`src/rtl/alu_issue_controller.sv`:
```
// alu_issue_controller
//
// Multi-cycle issue stage in front of a purely combinational ALU. It accepts
// one 16-bit instruction per valid/ready handshake and walks it through
// IDLE -> DECODE -> EXEC -> WB. It sources operands from a small register
// file, captures the ALU result, and writes it back to rd.
//
// Instruction word: [15:12] opcode, [11:10] rd, [9:8] rs, [7:0] imm
//
// Ports
//   clk, rst_n          clock (rising edge), asynchronous active-low reset
//   instr_valid/ready   instruction handshake; ready is high only in IDLE
//   instr               instruction word, latched on the accept edge
//   alu_add..alu_clr    one-hot ALU operation strobes (EXEC and WB)
//   alu_in1, alu_in2    ALU operands (EXEC and WB)
//   alu_out, alu_overflow  ALU result inputs, captured at end of EXEC
//   done, illegal_op    one-cycle pulses during WB
//   overflow_flag       status flag updated at writeback
//   dbg_sel, dbg_data   combinational debug read of the register file
//
// Optional feature: define ALU_STICKY_OVERFLOW_EN to make overflow_flag
// sticky. It is set by any arithmetic overflow and cleared only by reset
// or by a CLR instruction.
module alu_issue_controller #(
  parameter int DATA_WIDTH = 8,
  parameter int NUM_REGS   = 4
) (
  input  logic                  clk,
  input  logic                  rst_n,
  input  logic                  instr_valid,
  output logic                  instr_ready,
  input  logic [15:0]           instr,
  output logic                  alu_add,
  output logic                  alu_sub,
  output logic                  alu_and,
  output logic                  alu_or,
  output logic                  alu_xor,
  output logic                  alu_inv,
  output logic                  alu_clr,
  output logic [DATA_WIDTH-1:0] alu_in1,
  output logic [DATA_WIDTH-1:0] alu_in2,
  input  logic [DATA_WIDTH-1:0] alu_out,
  input  logic                  alu_overflow,
  output logic                  done,
  output logic                  illegal_op,
  output logic                  overflow_flag,
  input  logic [1:0]            dbg_sel,
  output logic [DATA_WIDTH-1:0] dbg_data
);

  localparam logic [3:0] OP_NOP  = 4'h0;
  localparam logic [3:0] OP_ADD  = 4'h1;
  localparam logic [3:0] OP_SUB  = 4'h2;
  localparam logic [3:0] OP_AND  = 4'h3;
  localparam logic [3:0] OP_OR   = 4'h4;
  localparam logic [3:0] OP_XOR  = 4'h5;
  localparam logic [3:0] OP_INV  = 4'h6;
  localparam logic [3:0] OP_CLR  = 4'h7;
  localparam logic [3:0] OP_LDI  = 4'h8;
  localparam logic [3:0] OP_ADDI = 4'h9;
  localparam logic [3:0] OP_SUBI = 4'hA;

  typedef enum logic [1:0] {
    S_IDLE,
    S_DECODE,
    S_EXEC,
    S_WB
  } state_t;

  state_t                state;
  logic [15:0]           instr_p0;    // instruction latched at accept
  logic [6:0]            strobe_p1;   // {add,sub,and,or,xor,inv,clr}
  logic [DATA_WIDTH-1:0] result_p2;   // ALU result captured at end of EXEC
  logic                  ovf_p2;
  logic [DATA_WIDTH-1:0] regs [NUM_REGS];

  logic [3:0]            opcode;
  logic [1:0]            rd;
  logic [1:0]            rs;
  logic [DATA_WIDTH-1:0] imm;

  assign opcode = instr_p0[15:12];
  assign rd     = instr_p0[11:10];
  assign rs     = instr_p0[9:8];
  assign imm    = DATA_WIDTH'(instr_p0[7:0]);

  assign {alu_add, alu_sub, alu_and, alu_or, alu_xor, alu_inv, alu_clr} = strobe_p1;
  assign dbg_data = regs[dbg_sel];

  function automatic logic [6:0] decode_strobes(input logic [3:0] op);
    case (op)
      OP_ADD, OP_ADDI: decode_strobes = 7'b100_0000;
      OP_SUB, OP_SUBI: decode_strobes = 7'b010_0000;
      OP_AND:          decode_strobes = 7'b001_0000;
      OP_OR:           decode_strobes = 7'b000_1000;
      OP_XOR:          decode_strobes = 7'b000_0100;
      OP_INV:          decode_strobes = 7'b000_0010;
      OP_CLR:          decode_strobes = 7'b000_0001;
      default:         decode_strobes = 7'b000_0000;
    endcase
  endfunction

  function automatic logic is_arith(input logic [3:0] op);
    is_arith = (op == OP_ADD) || (op == OP_SUB) || (op == OP_ADDI) || (op == OP_SUBI);
  endfunction

  function automatic logic is_illegal(input logic [3:0] op);
    is_illegal = (op > OP_SUBI);
  endfunction

  // Every defined opcode except NOP writes rd.
  function automatic logic writes_reg(input logic [3:0] op);
    writes_reg = (op != OP_NOP) && !is_illegal(op);
  endfunction

  always_ff @(posedge clk or negedge rst_n) begin
    if (!rst_n) begin
      state         <= S_IDLE;
      instr_ready   <= 1'b1;
      instr_p0      <= '0;
      strobe_p1     <= '0;
      alu_in1       <= '0;
      alu_in2       <= '0;
      result_p2     <= '0;
      ovf_p2        <= 1'b0;
      done          <= 1'b0;
      illegal_op    <= 1'b0;
      overflow_flag <= 1'b0;
      for (int i = 0; i < NUM_REGS; i++) regs[i] <= '0;
    end else begin
      case (state)
        // IDLE -> DECODE: latch the instruction on accept
        S_IDLE: begin
          if (instr_valid && instr_ready) begin
            instr_p0    <= instr;
            instr_ready <= 1'b0;
            state       <= S_DECODE;
          end
        end

        // DECODE -> EXEC: register strobes and operands; both read the
        // pre-instruction register values, so rd == rs is harmless
        S_DECODE: begin
          strobe_p1 <= decode_strobes(opcode);
          alu_in1   <= regs[rd];
          alu_in2   <= ((opcode == OP_ADDI) || (opcode == OP_SUBI)) ? imm : regs[rs];
          state     <= S_EXEC;
        end

        // EXEC -> WB: capture the ALU result and raise the WB pulses
        S_EXEC: begin
          result_p2  <= alu_out;
          ovf_p2     <= alu_overflow;
          done       <= 1'b1;
          illegal_op <= is_illegal(opcode);
          state      <= S_WB;
        end

        // WB -> IDLE: commit rd and the flag, drop strobes and operands
        S_WB: begin
          if (writes_reg(opcode)) begin
            regs[rd] <= (opcode == OP_LDI) ? imm : result_p2;
          end
`ifdef ALU_STICKY_OVERFLOW_EN
          if (opcode == OP_CLR) begin
            overflow_flag <= 1'b0;
          end else if (is_arith(opcode) && ovf_p2) begin
            overflow_flag <= 1'b1;
          end
`else
          if (is_arith(opcode)) begin
            overflow_flag <= ovf_p2;
          end else if (writes_reg(opcode)) begin
            overflow_flag <= 1'b0;
          end
`endif
          strobe_p1   <= '0;
          alu_in1     <= '0;
          alu_in2     <= '0;
          done        <= 1'b0;
          illegal_op  <= 1'b0;
          instr_ready <= 1'b1;
          state       <= S_IDLE;
        end

        default: state <= S_IDLE;
      endcase
    end
  end

endmodule

```
`config.mk`:
```
export PLATFORM = sky130hd
export DESIGN_NAME = alu_issue_controller
export DESIGN_NICKNAME = d
export VERILOG_FILES = /design/src/rtl/alu_issue_controller.sv
export SDC_FILE = /design/constraint.sdc
export NUM_CORES = 1
export LEC_CHECK = 0
export CORE_MARGIN = 4
export CORE_UTILIZATION = 30
export DETAILED_ROUTE_END_ITERATION = 10
export MAX_ROUTING_LAYER = met4
export SLEW_MARGIN = 20
export SYNTH_ARGS = -nofsm -noshare
export SYNTH_HDL_FRONTEND = slang
export SYNTH_SLANG_ARGS = --single-unit
```
`constraint.sdc`:
```
create_clock -name clk -period 3.6 [get_ports clk]
set_input_delay 0.72 -clock clk [delete_from_list [all_inputs] [get_ports clk]]
set_output_delay 0.72 -clock clk [all_outputs]
set_load 0.01 [all_outputs]
```
==> run summary <==
For this run, the slowest stage of the critical path takes 0.54 ns. The area growth from synthesis to layout is 26.7%. The critical path goes through clkdlybuf4s50_1, buf_4, mux4_2, clkdlybuf4s50_1. The final hold slack came out at 0.442 ns.

In the routed design, unresolved DRC markers number 0. After clock tree synthesis, the repair step resized 0 gates. Buffer cell driving the clock tree root: clkbuf_16. Synthesis produced a netlist with a net count of 330.

Dividing the detail-routed wire length by the instance count gives 18.8 um. The sum of overflow across all layers after global routing is 0. At the pin with the least slew margin, the transition time is 0.891 ns. The number of nets still failing antenna checks after routing was 0; the time the final worst path needs with I/O delays and setup was 3.14 ns.

Buffers inserted during clock tree synthesis total 9. The classification of the worst setup path is in -> out. The floorplan step defined a die boundary enclosing 16200 um2. The tools report the capture instance of the worst register-to-register path as regs[17]. The worst register-to-register path has a setup slack of 1.25 ns. Input and output buffers added on the ports amount to 64.

Via count of the first global-routing pass: 2936. Kind of end point of the critical path: an output pin. The post-route cell area is 5410 um2, and the count of maximum capacitance violations is 0.

The cell area after synthesis was 4270 um2. The first routing iteration left 148 violations. Post-synthesis register bit count: 86. The first global-routing pass estimated 16300 um of wire.

Once placement finished, the instance area stood at 5070 um2. Measured in cells, the most critical reg-to-reg path has a length of 3. Routability-driven placement finished with a final weighted congestion of 0.766. The biggest area contributor in the post-synthesis netlist is dfrtp_1. The top cell types in the final layout, fill and taps aside, are 85 x dfrtp_1, 66 x mux2_2, 63 x clkdlybuf4s50_1, 24 x mux4_2, 16 x nor2_1. The tools report the total track usage as 0.135.

The clock latency at the later pin of the worst-skew pair was 0.34 ns. Final hold violation count: 0. The tools report the part of the power in the clock network as 0.198. The tools report the count of different cell masters after synthesis as 34. For the number of inserted diodes, the log shows 0. The tools report the routed via count as 2722. The power spent charging and discharging nets was 1860 uW; the fraction of layout cells with a size suffix above 1 was 0.329.

The run gives 318 MHz as the fmax. The most critical setup path has its endpoint at dbg_data[7]. The logs give 2.42 ns for the data arrival at the endpoint of the critical path and 3 for the number of H-tree branching levels.

The startpoint of the worst setup timing path was dbg_sel[0]. The floorplan step set the die width to 127 um. The part of the cycle the worst path needs was 0.873. The cell that appears most often on the critical path is clkdlybuf4s50_1. The cell count after synthesis came out at 295. The number of sinks driven by the clock tree came out at 86. Setup repair after global routing left no endpoint under its margin. The tools report the cts-stage hold buffer count as 0.

The starting utilization of the core area is 0.307, and the final net count is 389. For the number of warnings printed during yosys synthesis, the log shows 0. The highest-delay cell along the critical path is mux4_2. The total iterations of the first detailed-routing run was 4. For the worst setup path, the data required time is 2.88 ns. The tools report the number of antenna violations at the first check in global routing as 0. In this run the critical register-to-register path is launched from instr_p0[10]. TritonCTS built the clock tree. The switching share of power is 0.360.

Measured along the y axis, the die boundary spans 127 um. The core region is 13900 um2. The cell-internal power was 3300 uW. The HPWL after detailed placement is 7350 um.

For the final database, setup skew stands at 0.0166 ns. The tools report the total I/O pin count as 65. Summed over all layers, the routed wires come to 10100 um. The ratio of total power to cell area was 956 nW/um2; the maximum number of pins on one net before global-route repair was 87.

The clock transition time at the flip-flop clock pins of the worst setup and hold paths is 0.06 ns, and the max-slew violation total from the final report is 0. The most common library cell in the layout ignoring fill and taps was dfrtp_1. Maximum root-to-sink buffer count: 2. STA classifies the critical path startpoint as an input port. The sequential group share of total power is 0.377, and the portion of the post-synthesis area used by sequential elements is 0.505.

The post-CTS setup buffer count was 0; the headroom to the max-slew limit was 0.406. In this run the static leakage power is 0.00214 uW. The initialized floorplan defines 43 standard-cell rows. In this run the worst hold path is classified as in -> async. Setup violations remaining at the end of the flow were counted as 0. After synthesis, the cell types taking the most area are dfrtp_1 50%, mux2_2 17%, mux4_2 13%.

Summed over all failing endpoints, the final setup total negative slack is 0 ns. Averaged over all synthesized cells, the footprint is 14.5 um2. Along the worst path, the maximum fanout reaches 8. The area share of the largest cell type after synthesis was 0.498.

Using the TritonRoute via totals, the vias-per-cell ratio works out to 5.05. The tools report the portion of total power attributed to combinational logic as 0.425. IR analysis of the VDD net gives a maximum drop of 0.326 mV. The flow ran to the end, and the final reports show no timing, DRC or antenna violations.
## final cells by class
cell class	instances	area, um2
inverters	5	18.8
well taps	180	225
clock inverters	6	91.3
fillers	1322	8470
clock buffers	10	239
multi-input cells	184	2010
repair buffers	68	672
flip-flops and latches	86	2150
## stage by stage
step	setup WS, ns	power (uW)	utilization	instances
after floorplan	1.14	3380	-	295
after global placement	0.437	4150	0.365	523
after detailed placement	0.448	4210	0.365	523
after CTS	0.433	5240	0.389	539
after global routing	0.382	5510	0.389	539
final	0.456	5170	0.389	539
## sequential cells by signal, summed over array words and instances, names as in the netlist
| signal | count |
|---|---|
| strobe_p1 | 7 |
| overflow_flag | 1 |
| regs | 32 |
| illegal_op | 1 |
| result_p2 | 8 |
| alu_in1 | 8 |
| ovf_p2 | 1 |
| alu_in2 | 8 |
| instr_ready | 1 |
| done | 1 |
| instr_p0 | 16 |
| state | 2 |
## critical path: cells and delay by family
family	cells	cell delay, ns
buffers and inverters	3	1.16
muxes	1	0.54
## worst min path at each step
stage | to | slack (ns)
after floorplan | alu_in1[0] | 0.42
after global placement | alu_in1[0] | 0.49
after detailed placement | result_p2[4] | 0.49
after CTS | strobe_p1[0] | 0.51
after global routing | strobe_p1[4] | 0.51
final | strobe_p1[4] | 0.44
## cell families after synthesis
family                   count (synthesis)  synth area share
adder cells (fa/ha/maj)                  5            0.0147
XOR/XNOR                                 2           0.00411
buffers and inverters                   25            0.0252
AND/OR/NAND/NOR                         44            0.0580
multiplexers                            91             0.303
flip-flops                              86             0.505
AO/OA/AOI/OAI                           42            0.0900
## synth_stat cells
library cell	number
ha_1	5
a22o_1	11
buf_1	7
clkbuf_2	1
mux4_2	24
mux2_1	1
a2111oi_4	4
xnor2_1	1
nor2b_1	7
mux2_2	66
a32o_1	1
inv_1	5
nor4b_2	1
buf_2	4
a21o_1	1
o21ai_0	9
nand2_1	1
buf_6	1
nor4bb_1	1
nand2b_1	4
a311oi_1	8
a21oi_1	6
nor2_1	16
nand4_1	1
a21boi_0	1
nor3b_1	1
a211oi_1	1
nor3_1	1
dfrtp_1	85
nor4_4	1
nand3_1	10
dfstp_2	1
clkbuf_1	7
xor2_1	1
## layer usage
metal  wire length [um]  global-route usage  vias to the layer above
met4                274              0.0549                        0
li1                   -                   -                     1245
met1               4320               0.163                     1397
met3                320              0.0255                       20
met5                  0                   -                        -
met2               5200               0.222                       60
## power groups by stage
stage / logic (uW) / clock network [uW] / registers [uW]
after global placement: 2190 / 0 / 1950
after global routing: 2400 / 1090 / 2020
after CTS: 2240 / 1040 / 1950
after detailed placement: 2230 / 0 / 1970
final: 2200 / 1020 / 1950
after floorplan: 1680 / 0 / 1700
Note: power is estimated with default switching activity, not from simulation.
